`src/rtl/serial_imm_ext.sv`:
```
// Bit-serial immediate assembler: collects IN_W bits LSB-first, then zero-, sign- or high-extends to OUT_W.
// Latency: out_valid rises 1 cycle after the last bit is accepted; bit_ready returns 1 cycle after the output handshake.
// Backpressure: while a result waits for out_ready, bit_ready is low and no bits are consumed.
module serial_imm_ext #(
    parameter int IN_W  = 16,
    parameter int OUT_W = 32
) (
    input  logic             clk,
    input  logic             reset,
    input  logic             bit_in,
    input  logic             bit_valid,
    output logic             bit_ready,
    input  logic [1:0]       ext_op,
    output logic [OUT_W-1:0] out_data,
    output logic             out_valid,
    input  logic             out_ready,
    output logic             busy
);

    localparam int CNT_W = $clog2(IN_W + 1);
    localparam int PAD   = OUT_W - IN_W;

    typedef enum logic [1:0] {
        S_IDLE  = 2'd0,
        S_SHIFT = 2'd1,
        S_HOLD  = 2'd2
    } state_t;

    state_t            state, state_nxt;
    logic [CNT_W-1:0]  cnt, cnt_nxt;
    logic [IN_W-1:0]   sr, sr_nxt;
    logic [1:0]        op_q, op_nxt;
    logic [OUT_W-1:0]  data_nxt;
    logic              vld_nxt;

    logic                    accept;
    logic [IN_W-1:0]         imm_asm;
    logic signed [IN_W-1:0]  imm_sgn;
    logic [OUT_W-1:0]        ext_zero;
    logic [OUT_W-1:0]        ext_sign;
    logic [OUT_W-1:0]        ext_high;
    logic [OUT_W-1:0]        ext_res;

    assign bit_ready = (state != S_HOLD);
    assign busy      = (state != S_IDLE);
    assign accept    = bit_valid & bit_ready;

    // The word as it will look once the current bit is shifted in; on the
    // last bit this is the complete immediate, so the result is registered
    // straight from it without waiting a cycle for the shift register.
    assign imm_asm  = {bit_in, sr[IN_W-1:1]};
    assign imm_sgn  = imm_asm;
    assign ext_zero = OUT_W'(imm_asm);
    assign ext_sign = OUT_W'(imm_sgn);
    assign ext_high = ext_zero << PAD;

    // Extension select from the op latched with the first bit; 11 behaves as zero-extend.
    always_comb begin
        ext_res = ext_zero;
        case (op_q)
            2'b01:   ext_res = ext_sign;
            2'b10:   ext_res = ext_high;
            default: ext_res = ext_zero;
        endcase
    end

    // Next-state and datapath update: collect bits, finish the word, wait for the consumer.
    always_comb begin
        state_nxt = state;
        cnt_nxt   = cnt;
        sr_nxt    = sr;
        op_nxt    = op_q;
        data_nxt  = out_data;
        vld_nxt   = out_valid;
        case (state)
            S_IDLE: begin
                if (accept) begin
                    op_nxt    = ext_op;
                    sr_nxt    = imm_asm;
                    cnt_nxt   = CNT_W'(1);
                    state_nxt = S_SHIFT;
                end
            end
            S_SHIFT: begin
                if (accept) begin
                    sr_nxt = imm_asm;
                    if (cnt == CNT_W'(IN_W - 1)) begin
                        data_nxt  = ext_res;
                        vld_nxt   = 1'b1;
                        cnt_nxt   = '0;
                        state_nxt = S_HOLD;
                    end else begin
                        cnt_nxt = cnt + CNT_W'(1);
                    end
                end
            end
            S_HOLD: begin
                if (out_ready) begin
                    vld_nxt   = 1'b0;
                    state_nxt = S_IDLE;
                end
            end
            default: begin
                state_nxt = S_IDLE;
                cnt_nxt   = '0;
                vld_nxt   = 1'b0;
            end
        endcase
    end

    // State register; reset discards any partial word and drops a pending result.
    always_ff @(posedge clk) begin
        if (reset) begin
            state     <= S_IDLE;
            cnt       <= '0;
            sr        <= '0;
            op_q      <= 2'b00;
            out_data  <= '0;
            out_valid <= 1'b0;
        end else begin
            state     <= state_nxt;
            cnt       <= cnt_nxt;
            sr        <= sr_nxt;
            op_q      <= op_nxt;
            out_data  <= data_nxt;
            out_valid <= vld_nxt;
        end
    end

endmodule

```
`config.mk`:
```
export PLATFORM = sky130hd
export DESIGN_NAME = serial_imm_ext
export DESIGN_NICKNAME = d
export VERILOG_FILES = /design/src/rtl/serial_imm_ext.sv
export SDC_FILE = /design/constraint.sdc
export NUM_CORES = 1
export LEC_CHECK = 0
export BUFFER_PORTS_ARGS = -buffer_cell sky130_fd_sc_hd__buf_2
export CORE_MARGIN = 1.5
export CORE_UTILIZATION = 38
export CTS_CLUSTER_SIZE = 16
export DETAILED_ROUTE_END_ITERATION = 10
export RECOVER_POWER = 25
export SLEW_MARGIN = 20
export SYNTH_ARGS = -nofsm -noshare
export SYNTH_HDL_FRONTEND = slang
export SYNTH_SLANG_ARGS = --single-unit
```
`constraint.sdc`:
```
create_clock -name clk -period 1.5 [get_ports clk]
set_clock_uncertainty 0.2 [all_clocks]
set_input_delay 0.15 -clock clk [delete_from_list [all_inputs] [get_ports clk]]
set_output_delay 0.15 -clock clk [all_outputs]
set_load 0.005 [all_outputs]
```
# Yosys cells after proc, flatten, opt, wreduce, memory -nomap -nowiden
# Cells that the tools add are included.
# word_totals
reg_bits	58
# op_classes
n_mux	14
addsub	1
n_bitwise	3
eq_ne	10
reduce_logical	9
# ops
cell	count
$pmux W32 S2	1
$mux W5	3
$pmux W5 S3	1
$ne A2 B2 Y1 const B	5
$mux W2	4
$reduce_and A4 Y1	2
$pmux W2 S3	1
$reduce_and A3 Y1	2
$add A5 B1 Y5 const B	1
$eq A5 B4 Y1 const B	1
$eq A2 B1 Y1 const B	2
$eq A2 B2 Y1 const B	2
$reduce_and A2 Y1	2
$mux W1	3
$pmux W1 S3	1
$logic_not A2 Y1	1
$not A1 Y1	2
$reduce_bool A2 Y1	1
$reduce_or A2 Y1	1
$and A1 B1 Y1	1

# Longest topological paths before layout
# depth
ltp_word	4
depth_mapped	8
mapped_depth_nobuf	5

# Worst setup path after synthesis
# Ideal clock, no wire load.
# synth_timing
path_type	reg-to-reg
startpoint	register op_q[1]
endpoint	register out_data[10]
stages_incl_launch_ff	9
synth_period_minus_slack_ns	1.613
setup_ns	0.117
path_buffers	3
slack_ns	-0.113
arrival_ns	1.296
path_cell_list	dfxtp_1 inv_1 ha_1 buf_2 o21ba_2 clkbuf_2 buf_2 nand4_1 o21ai_1
# synth_between
elab_chain_len	2
word_cells_on_any_way	3
classes_between	eq/ne: 2; mux: 1
# synth_rtl
item	line	rtl
start: declaration	32	logic [1:0] op_q, op_nxt;
start signal: assignment	124	op_q <= op_nxt;
$eq A2 B2 Y1 / $eq A2 B1 Y1 (equally long branches)	60	case (op_q)
$pmux W32 S2 (*)	60	
end signal: assignment	125	out_data <= data_nxt;
end: declaration	14	output logic [OUT_W-1:0] out_data,
# Every way passes the cells marked *; elsewhere a longest branch is shown, timed or not.
# A chain may end at the register's enable or synchronous reset.

# Worst setup path in the final report
# layout_timing
startpoint	register cnt[1]
endpoint	register out_data[29]
# layout_between
elab_chain_len	2
# layout_rtl
item	line	rtl
start: declaration	30	logic [CNT_W-1:0] cnt, cnt_nxt;
start signal: assignment	122	cnt <= cnt_nxt;
$eq A5 B4 Y1	87	if (cnt == CNT_W'(IN_W - 1)) begin
$reduce_and A3 Y1 (no line)	--	
# Every way passes these cells.

==> results.yml <==
yosys:
  synthTopCellsByCount: "dfxtp_1 (57), a21oi_1 (38), nand2_1 (37)"
  yosysTopAreaCell: "dfxtp_1"
  ys.flop_type: "dfxtp_1"
  ys_warn_count: 0
  synth_top_cells_by_area: "dfxtp_1 (45%), nand4_1 (8.1%), a21oi_1 (7.4%)"
  synth_nets: 317
  ys_ff_latch: 57
  synth_edf_count: 0
  synthesis.area_mm2: 0.002559
  yosysTopAreaCellShare: 0.4460
  avgSynthCellArea_um2: 8.335
  yosysUniqueCellTypes: 34
  synth_most_common_cell: "dfxtp_1"
  syn_inst: 307
  synthArstFlopShare: 0
  yosysSeqAreaShare: 0.4460
pwr:
  leakagePower_uw: 0.001330
  p_sw_frac: 0.2257
  p_sw_uw: 772.6
  intPower_uw: 2650
  power_frac_comb: 0.087
  vdd.ir_drop.worst_mv: 0.7086
  p_seq_frac: 0.449
  power.total_uw: 3423
  clkPwrFrac: 0.463
  powerDensity_mw_per_mm2: 1000
clock_tree:
  cts_root_buf: "clkbuf_8"
  htreeDepth: 3
  clockBufferDepth: 2
  cts_buffers: 9
  cts.reportedPaths.clkPinSlew_ns: 0.06
  cts_tree: "done"
  cts_sinks: 57
  clock_latency_ns: 0.34
floorplan:
  dieArea_mm2: 0.007234
  ios: 42
  die_w_um: 85.06
  core.rowCount: 29
  core_mm2: 0.006422
  fp.dieH_um: 85.06
  start_util: 0.3984
timing:
  slew_headroom: 0.7340
  worst_slack_ns: -0.01583
  worst-slew-pin-transition_ns: 0.3990
  slew_viol_final: 0
  setup_viol: 4
  rsz0062_at_grt: "true"
  finalHoldViolations: 0
  tns_ns: -0.03549
  period_share: 1.011
  min_period_ns: 1.516
  fmax_ghz: 0.6597
global_routing:
  met3_usage: 0.06518
  grt_antenna_before_repair: 0
  use_met2: 0.2778
  grt_start_max_net_pins: 42
  grt_use_met1: 0.2621
  grt_pass1_vias: 2126
  gr-total-overflow: 0
  grt.total_usage: 0.1900
  grt_pass1_wl_um: 10810
  top_usage_layer: "met2"
place:
  io_buffers: 41
  dp_hpwl_um: 4270
  placed_area_mm2: 0.002955
  gp_congestion: 0.7887
  place_inst: 411
worst_setup_path:
  startpoint_type: "flip-flop"
  required_ns: 1.57
  criticalPathCategory: "flip-flop to flip-flop"
  crit_path_end_kind: "flip-flop"
  critPathMaxStageDelay_ns: 0.35
  cp_top_family: "simple AND/OR/NAND/NOR gates"
  arrival_ns: 1.59
  critPathSlowestCell: "dfxtp_2"
  path_max_fanout: 9
  cp_cell_sequence: "ha_4, and4b_4, clkbuf_16, nand4_1, a21oi_1"
  timing.critical_path.buf_inv: 1
route:
  wl_um: 6719
  wl_per_cell_um: 15.13
  ant_nets: 0
  vias: 2446
  first_pass_iters: 8
  via_per_inst: 5.509
  drc: 4
  drtIter0Drc: 119
cells_and_area:
  drive_above_1_share: 0.2888
  antenna_cells: 0
  layout.nets: 372
  final_area_mm2: 0.003422
  areaGrowthSynthToFinish_pct: 33.74
  instances_no_fill: 444
flow_run:
  drv_cap: 0
worst_hold_path:
  hp-class: "input pin to flip-flop"
run_status:
  violations: "design-rule violations, negative setup slack"
  status: "finished, violations left"
[placed cells by master, fill, tap and decap left out, types with 2 or more instances in the layout]
master | synthesis | routed
buf_6 | 2 | 5
inv_1 | 5 | 2
o21ai_1 | 18 | 19
buf_2 | 12 | 38
nor2_1 | 4 | 4
inv_2 | 0 | 2
dfxtp_4 | 0 | 2
dlygate4sd3_1 | 0 | 7
a31oi_1 | 3 | 3
nand2b_1 | 19 | 18
clkbuf_1 | 11 | 3
a22o_1 | 15 | 15
o21ai_0 | 19 | 18
clkinvlp_4 | 0 | 2
nand3_1 | 4 | 4
a21oi_1 | 38 | 37
nor2b_1 | 4 | 3
nand2_1 | 37 | 37
dfxtp_2 | 0 | 4
ha_4 | 0 | 3
buf_12 | 0 | 6
clkbuf_8 | 0 | 14
nand4_1 | 33 | 33
buf_4 | 6 | 15
dfxtp_1 | 57 | 51
[sequential cells by signal (all words and copies together) (netlist names)]
signal	cells
cnt	5
op_q	2
out_data	32
out_valid	1
sr	15
state	2
[per-layer routing]
| metal | share of wire | vias to the layer above | routed length (µm) |
|---|---|---|---|
| met5 | 0 | - | 0 |
| met4 | 0.0089 | 0 | 60 |
| met3 | 0.055 | 8 | 369 |
| met2 | 0.46 | 58 | 3073 |
| met1 | 0.48 | 1162 | 3216 |
| li1 | - | 1218 | - |
[power by group through the flow]
stage / clock (µW) / sequential [µW] / combinational (µW)
2_1_floorplan: 0 / 1570 / 185
3_3_place_gp: 0 / 1570 / 239
3_5_place_dp: 0 / 1570 / 241
4_1_cts: 1620 / 1540 / 279
5_1_grt: 1690 / 1540 / 323
6_report: 1590 / 1540 / 299
[cells by family after synthesis]
kind of cell             Yosys count  synth area share
AND/OR/NAND/NOR                  113            0.2464
AO/OA/AOI/OAI                     96            0.2161
flip-flops                        57            0.4460
buffers and inverters             38           0.07677
adder cells (fa/ha/maj)            3           0.01467
[repair_timing]
| action | 4_1_cts | 5_1_grt |
|---|---|---|
| hold buffers | 7 | 0 |
| pin swaps | 2 | 12 |
| buffers inserted | 6 | 1 |
| gates resized for setup | 16 | 11 |
| setup endpoints to repair | 35 | 41 |
| cloned | 0 | 3 |
| hold endpoints to repair | 7 | 0 |
[worst paths after layout]
| kind | endpoint | cells past startpoint | from | slack, ns |
|---|---|---|---|---|
| max reg2reg | out_data[29]$_SDFFE_PP0P_ | 5 | cnt[1]$_SDFFE_PP0P_ | -0.02 |
| min | op_q[0]$_SDFFE_PP0P_ | 3 | reset | 0.04 |
| min reg2reg | out_data[12]$_SDFFE_PP0P_ | 2 | out_data[12]$_SDFFE_PP0P_ | 0.26 |
| max | out_data[29]$_SDFFE_PP0P_ | 5 | cnt[1]$_SDFFE_PP0P_ | -0.02 |
[stage by stage]
step	hold WS, ns	worst slack [ns]	util
6_report	0.04014	-0.01583	0.5328
4_1_cts	0.01729	-0.03029	0.5215
2_1_floorplan	0.07853	-0.01766	-
5_1_grt	0.05178	-0.06803	0.5328
3_3_place_gp	0.2110	-0.05221	0.4602
3_5_place_dp	0.2160	-0.08181	0.4602
[cell type report]
class / count / area, µm²
clock buffers: 15 / 196.4
well taps: 77 / 96.34
clock inverters: 1 / 30.03
flip-flops and latches: 57 / 1154
repair buffers: 75 / 596.8
multi-input cells: 213 / 1319
inverters: 5 / 22.52
repair inverters: 1 / 7.507
fillers: 614 / 3000
[worst reg2reg max path, stage by stage (launching register included)]
cell and delay (ns):
dfxtp_2 0.35, ha_4 0.16, and4b_4 0.31, clkbuf_16 0.18
nand4_1 0.10, a21oi_1 0.15
Power figures use the tool's default switching activity.
